**config.mk**
```make
export PLATFORM = sky130hd
export DESIGN_NAME = vblank_access_scheduler_flat
export DESIGN_NICKNAME = d
export VERILOG_FILES = /design/src/rtl/vblank_access_scheduler_if.sv /design/src/rtl/vblank_access_scheduler.sv /design/src/flat_wrapper.sv
export SDC_FILE = /design/constraint.sdc
export NUM_CORES = 1
export LEC_CHECK = 0
export ABC_AREA = 0
export CAP_MARGIN = 20
export CELL_PAD_IN_SITES_DETAIL_PLACEMENT = 1
export CELL_PAD_IN_SITES_GLOBAL_PLACEMENT = 1
export CORE_MARGIN = 5
export CORE_UTILIZATION = 28
export CTS_CLUSTER_DIAMETER = 50
export DETAILED_ROUTE_END_ITERATION = 16
export GPL_TIMING_DRIVEN = 0
export HOLD_SLACK_MARGIN = 0.1
export PLACE_DENSITY_LB_ADDON = 0.1
export SYNTH_ARGS = -nofsm -noshare
export SYNTH_HDL_FRONTEND = slang
export SYNTH_SLANG_ARGS = --single-unit
```
**constraint.sdc**
```tcl
create_clock -name clk_25MHz -period 1.76 [get_ports clk_25MHz]
set_input_delay 0.176 -clock clk_25MHz [delete_from_list [all_inputs] [get_ports clk_25MHz]]
set_output_delay 0.176 -clock clk_25MHz [all_outputs]
set_load 0.05 [all_outputs]
```
**src/rtl/vblank_access_scheduler_if.sv**
```systemverilog
// Request/grant bundle between game-logic updaters and the vblank scheduler.
// Latency: none, wires only; grant is registered inside the scheduler.
// Backpressure: req is a held level, done is a one-cycle pulse from the granted requester.
interface vblank_access_scheduler_if #(
  parameter int NUM_REQ = 4
);
  logic [NUM_REQ-1:0] req;
  logic [NUM_REQ-1:0] done;
  logic [NUM_REQ-1:0] grant;

  // requester side
  modport master (output req, output done, input grant);
  // scheduler side
  modport slave (input req, input done, output grant);
endinterface

```
**src/rtl/vblank_access_scheduler.sv**
```systemverilog
// Round-robin owner of the vertical-blanking update window; one grant per requester per frame.
// Latency: grant registered 1 cycle after an eligible req in ARB; next grant 2 cycles after done.
// Backpressure: req held until served; grant ends on done, window close, or (VBLANK_SCHED_WATCHDOG_EN) watchdog.
module vblank_access_scheduler #(
  parameter int NUM_REQ      = 4,
  parameter int COUNT_W      = 16,
  parameter int VBLANK_START = 515,
  parameter int VBLANK_END   = 35,
  parameter int MAX_HOLD     = 255
) (
  input  logic                     clk_25MHz,
  input  logic                     reset,
  input  logic [COUNT_W-1:0]       pixelX,
  input  logic [COUNT_W-1:0]       pixelY,
  vblank_access_scheduler_if.slave bus,
  output logic                     frameStart,
  output logic                     windowOpen,
  output logic [NUM_REQ-1:0]       servedMask,
  output logic                     overrun,
  output logic                     timeout
);

  localparam int IDX_W = $clog2(NUM_REQ);
  localparam logic [IDX_W-1:0] RR_INIT = IDX_W'(NUM_REQ - 1);
  // Hold counter stops at the watchdog limit; beyond it the value carries no information.
  localparam logic [COUNT_W-1:0] HOLD_CAP = COUNT_W'(MAX_HOLD);
`ifdef VBLANK_SCHED_WATCHDOG_EN
  localparam logic [COUNT_W-1:0] HOLD_LAST = COUNT_W'(MAX_HOLD - 1);
`endif

  typedef enum logic [1:0] {
    IDLE  = 2'd0,
    ARB   = 2'd1,
    GRANT = 2'd2
  } state_t;

  state_t             state;
  logic [IDX_W-1:0]   rr_ptr;
  logic [IDX_W-1:0]   g_idx;
  logic [IDX_W-1:0]   pick_idx;
  logic [IDX_W-1:0]   cand;
  logic               pick_vld;
  logic [COUNT_W-1:0] hold_cnt;
  logic [NUM_REQ-1:0] grant_q;
  logic [NUM_REQ-1:0] eligible;
  logic               open_ev;
  logic               close_ev;
  logic               done_g;

  assign open_ev   = (pixelY == COUNT_W'(VBLANK_START)) && (pixelX == '0);
  assign close_ev  = (pixelY == COUNT_W'(VBLANK_END)) && (pixelX == '0);
  assign eligible  = bus.req & ~servedMask;
  assign done_g    = bus.done[g_idx];
  assign bus.grant = grant_q;

`ifndef VBLANK_SCHED_WATCHDOG_EN
  assign timeout = 1'b0;
`endif

  // Round-robin pick: first eligible bit searching upward from rr_ptr+1 with wrap.
  // Loop runs from the farthest candidate to the nearest so the nearest wins.
  always_comb begin
    pick_vld = 1'b0;
    pick_idx = '0;
    cand     = '0;
    for (int k = NUM_REQ; k >= 1; k--) begin
      cand = IDX_W'((int'(rr_ptr) + k) % NUM_REQ);
      if (eligible[cand]) begin
        pick_vld = 1'b1;
        pick_idx = cand;
      end
    end
  end

  // Window/arbitration FSM with all outputs registered.
  always_ff @(posedge clk_25MHz) begin
    if (reset) begin
      state      <= IDLE;
      rr_ptr     <= RR_INIT;
      g_idx      <= '0;
      hold_cnt   <= '0;
      grant_q    <= '0;
      frameStart <= 1'b0;
      windowOpen <= 1'b0;
      servedMask <= '0;
      overrun    <= 1'b0;
`ifdef VBLANK_SCHED_WATCHDOG_EN
      timeout    <= 1'b0;
`endif
    end else begin
      frameStart <= 1'b0;
      overrun    <= 1'b0;
`ifdef VBLANK_SCHED_WATCHDOG_EN
      timeout    <= 1'b0;
`endif
      case (state)
        IDLE: begin
          grant_q <= '0;
          if (open_ev) begin
            frameStart <= 1'b1;
            windowOpen <= 1'b1;
            servedMask <= '0;
            state      <= ARB;
          end
        end

        ARB: begin
          // Window close wins over any pending grant.
          if (close_ev) begin
            windowOpen <= 1'b0;
            state      <= IDLE;
          end else if (pick_vld) begin
            grant_q  <= NUM_REQ'(1) << pick_idx;
            g_idx    <= pick_idx;
            hold_cnt <= '0;
            state    <= GRANT;
          end
        end

        GRANT: begin
          if (done_g) begin
            // Completion is honoured even when it coincides with close.
            grant_q            <= '0;
            servedMask[g_idx]  <= 1'b1;
            rr_ptr             <= g_idx;
            if (close_ev) begin
              windowOpen <= 1'b0;
              state      <= IDLE;
            end else begin
              state <= ARB;
            end
          end else if (close_ev) begin
            // Unfinished update: revoke, flag it, leave it unserved for debug.
            grant_q    <= '0;
            overrun    <= 1'b1;
            rr_ptr     <= g_idx;
            windowOpen <= 1'b0;
            state      <= IDLE;
`ifdef VBLANK_SCHED_WATCHDOG_EN
          end else if (hold_cnt == HOLD_LAST) begin
            // Stuck requester: revoke and mark served so it is not retried this frame.
            grant_q           <= '0;
            timeout           <= 1'b1;
            servedMask[g_idx] <= 1'b1;
            rr_ptr            <= g_idx;
            state             <= ARB;
`endif
          end else if (hold_cnt != HOLD_CAP) begin
            hold_cnt <= hold_cnt + 1'b1;
          end
        end

        default: begin
          grant_q <= '0;
          state   <= IDLE;
        end
      endcase
    end
  end

endmodule

```
**src/flat_wrapper.sv**
```systemverilog
// flat-port wrapper written by rule: the top's interface ports become plain ports
module vblank_access_scheduler_flat 
#(
  parameter int NUM_REQ      = 4,
  parameter int COUNT_W      = 16,
  parameter int VBLANK_START = 515,
  parameter int VBLANK_END   = 35,
  parameter int MAX_HOLD     = 255
)
  (clk_25MHz, reset, pixelX, pixelY, frameStart, windowOpen, servedMask, overrun, timeout, bus_req, bus_done, bus_grant);
  vblank_access_scheduler_if #(.NUM_REQ(NUM_REQ)) bus_i ();
  input  logic clk_25MHz;
  input  logic reset;
  input  logic [COUNT_W-1:0] pixelX;
  input  logic [COUNT_W-1:0] pixelY;
  output logic frameStart;
  output logic windowOpen;
  output logic [NUM_REQ-1:0] servedMask;
  output logic overrun;
  output logic timeout;
  input wire logic [$bits(bus_i.req)-1:0] bus_req;
  input wire logic [$bits(bus_i.done)-1:0] bus_done;
  output wire logic [$bits(bus_i.grant)-1:0] bus_grant;
  assign bus_i.req = bus_req;
  assign bus_i.done = bus_done;
  assign bus_grant = bus_i.grant;
  vblank_access_scheduler #(.NUM_REQ(NUM_REQ), .COUNT_W(COUNT_W), .VBLANK_START(VBLANK_START), .VBLANK_END(VBLANK_END), .MAX_HOLD(MAX_HOLD)) u_core (.clk_25MHz(clk_25MHz), .reset(reset), .pixelX(pixelX), .pixelY(pixelY), .bus(bus_i), .frameStart(frameStart), .windowOpen(windowOpen), .servedMask(servedMask), .overrun(overrun), .timeout(timeout));
endmodule
```
==> flow_metrics.env <==
export IMPL_path_depth=5
export IMPL_nNetsFinal=231
export IMPL_stdcell_area_sq_um=1950
export IMPL_die_x_um=72.7
export IMPL_end_kind="flop"
export IMPL_synth_warnings=0
export IMPL_relSlewSlack_pct=66.2
export IMPL_antenna_left=0
export IMPL_diodes=0
export IMPL_htreeDepth=1
export IMPL_drt_wirelength_per_cell_um=17.0
export IMPL_max_freq_ghz=0.586
export IMPL_hp_start="reset"
export IMPL_holdPathEnd="u_core.g_idx[1]"
export IMPL_synth_cell_types=48
export IMPL_syn_inst=122
export IMPL_antenna_found_initial=0
export IMPL_dominantRegCellSynth="dfxtp_1"
export IMPL_critPathLaunchType="flop"
export IMPL_grt_max_degree=11
export IMPL_synth_area_sq_um=1100
export IMPL_syn_nets=168
export IMPL_drt_iter0_drc=73
export IMPL_power_density_nw_per_um2=653
export IMPL_ios=54
export IMPL_path_cells="mux4_2, nor2_4, o21ai_4, a21boi_4, o32ai_2"
export IMPL_crit_arrival_ns=1.87
export IMPL_gp_congestion=0.754
export IMPL_instances_no_fill=232
export IMPL_ys_ff_latch=17
export IMPL_critPathMaxFanout=5
export IMPL_start_util_pct=29.4
export IMPL_dr_total_vias=1240
export IMPL_grt_pass1_vias=1285
export IMPL_max_stage_delay_ns=0.58
export IMPL_tightest_slew_ns=0.506
export IMPL_reg2reg_slack_ns=0.05
export IMPL_hold_buffers=0
export IMPL_yosysSeqAreaShare_pct=30.9
export IMPL_crit_slowest_cell="mux4_2"
export IMPL_dp_cells=221
export IMPL_path_clk_slew_ns=0.08
export IMPL_vdd_drop_max_mv=0.284
export IMPL_path_class="flop to flop"
export IMPL_leakage_nw=0.891
export IMPL_fin_crit_sh_pct=97.0
export IMPL_hold_path_cell_count=2
export IMPL_path_buf_inv=0
export IMPL_final_common_cell="clkdlybuf4s50_1"
export IMPL_final_cell_mix="clkdlybuf4s50_1, dlymetal6s2s_1, dfxtp_1, inv_1, nand2_1"
export IMPL_status="finished, final reports clean"
export IMPL_cp_required_ns=1.92
export IMPL_die_area_sq_um=5290
export IMPL_grt_pass1_wl_mm=6.00
export IMPL_placed_area_sq_um=1670
export IMPL_slew_viol_final=0
export IMPL_hold_path_class="input pin to flop"
export IMPL_core_sq_um=3740
export IMPL_holdWs_ns=0.365
export IMPL_hold_violations=0
export IMPL_drv_cap=0
export IMPL_clockRootBuffer="clkbuf_8"
export IMPL_fin_crit_ns=1.71
export IMPL_grt_use_total_pct=14.2
export IMPL_synth_edf_count=0
export IMPL_cts_buffer_depth=2
export IMPL_reg2reg_from="u_core.g_idx[0]"
export IMPL_setup_viol=0
export IMPL_drive_gt1_share_pct=19.0
export IMPL_grt_remaining_overflow=0
export IMPL_avgSynthCellArea_sq_um=9.04
export IMPL_numCtsBuffers=3
export IMPL_viasPerCell=5.34
export IMPL_first_pass_iters=4
export IMPL_reg2reg_depth=5
export IMPL_fp_dieH_um=72.7
export IMPL_critical_path_top_delay_family="multiplexers"
export IMPL_startpoint="u_core.g_idx[0]"
export IMPL_cts_sinks=17
export IMPL_cts_tree="done"
export IMPL_row_count=22
export IMPL_skew_ns=0.00942
export IMPL_wl_mm=3.95
export IMPL_io_buffers=51
export IMPL_r2r_end="u_core.bus.grant[2]"
export IMPL_syn_to_final_growth_pct=76.8
export IMPL_dp_hpwl_mm=2.95
export IMPL_synthArstFlopShare_pct=0
export IMPL_insertion_delay_ns=0.26
export IMPL_drc=0
## report_power, final
group	internal, mW	switching, mW
logic	0.243	0.273
clock network	0.161	0.144
registers	0.415	0.0365
total	0.820	0.453
## routing by layer
layer	vias up	track usage [%]	part of all wire, %
met2	55	25.1	51
met1	587	16.5	40
met4	0	4.92	1.6
met5	-	0	0
met3	8	3.72	6.9
li1	590	-	-
## flip-flops by register name, indices dropped and copies added, names as in the netlist
name,flops
u_core.bus.grant,4
u_core.frameStart,1
u_core.g_idx,2
u_core.overrun,1
u_core.rr_ptr,2
u_core.servedMask,4
u_core.state,2
u_core.windowOpen,1
## kinds of logic (layout without fill, tap and decap cells)
| group | count (synthesis) | in the layout | share of synthesized area, % |
|---|---|---|---|
| AOI/OAI and AO/OA | 32 | 32 | 25.3 |
| DFF | 17 | 17 | 30.9 |
| adders and majority gates | 4 | 4 | 4.54 |
| muxes | 4 | 4 | 4.77 |
| other | 1 | 1 | 0.340 |
| buffers and inverters | 16 | 78 | 6.13 |
| and+or+nand+nor | 48 | 48 | 28.0 |
## synth_stat cells, types with 3 or more instances
| library cell | instances | area share, % |
|---|---|---|
| dfxtp_1 | 17 | 31 |
| inv_1 | 13 | 4.4 |
| nand2_1 | 8 | 2.7 |
| nor2_1 | 7 | 2.4 |
| nor4_1 | 6 | 3.4 |
| a41oi_1 | 4 | 3.2 |
| ha_1 | 4 | 4.5 |
| nand2b_1 | 4 | 2.3 |
| nand4_1 | 4 | 2.3 |
| mux2i_1 | 3 | 2.7 |
| nor3_1 | 3 | 1.4 |
## cell type report
cell class	count	area (sq um)
repair buffers	58	621
well taps	48	60.1
inverters	13	48.8
fillers	426	1790
flip-flops and latches	17	342
clock buffers	4	45.0
multi-input cells	89	811
plain buffers	3	22.5
## stage by stage
step | utilization, % | setup WS [ns] | setup TNS (ns) | power, mW
floorplan | - | 0.0314 | 0 | 0.733
finish | 52.1 | 0.0524 | 0 | 1.27
global route | 52.1 | -0.0167 | -0.0331 | 1.34
global placement | 44.7 | -0.360 | -4.11 | 0.900
detailed placement | 44.7 | -0.418 | -4.80 | 0.917
CTS | 47.3 | -0.00420 | -0.00420 | 1.25
## worst max path at each step
stage / endpoint / slack, ns
final: u_core.bus.grant[2] / 0.05
after global routing: u_core.bus.grant[3] / -0.02
after CTS: u_core.state[0] / -0.004
after detailed placement: u_core.state[0] / -0.42
after global placement: u_core.state[0] / -0.36
after floorplan: u_core.bus.grant[1] / 0.03
## what timing repair did
item	in CTS	in global routing
hold endpoints to repair	0	0
setup endpoints to repair	11	14
gates resized for setup	4	38
gates cloned	0	1
pin swaps	4	16
setup buffers	4	2
No activity file was read; power rests on OpenSTA's default activity.
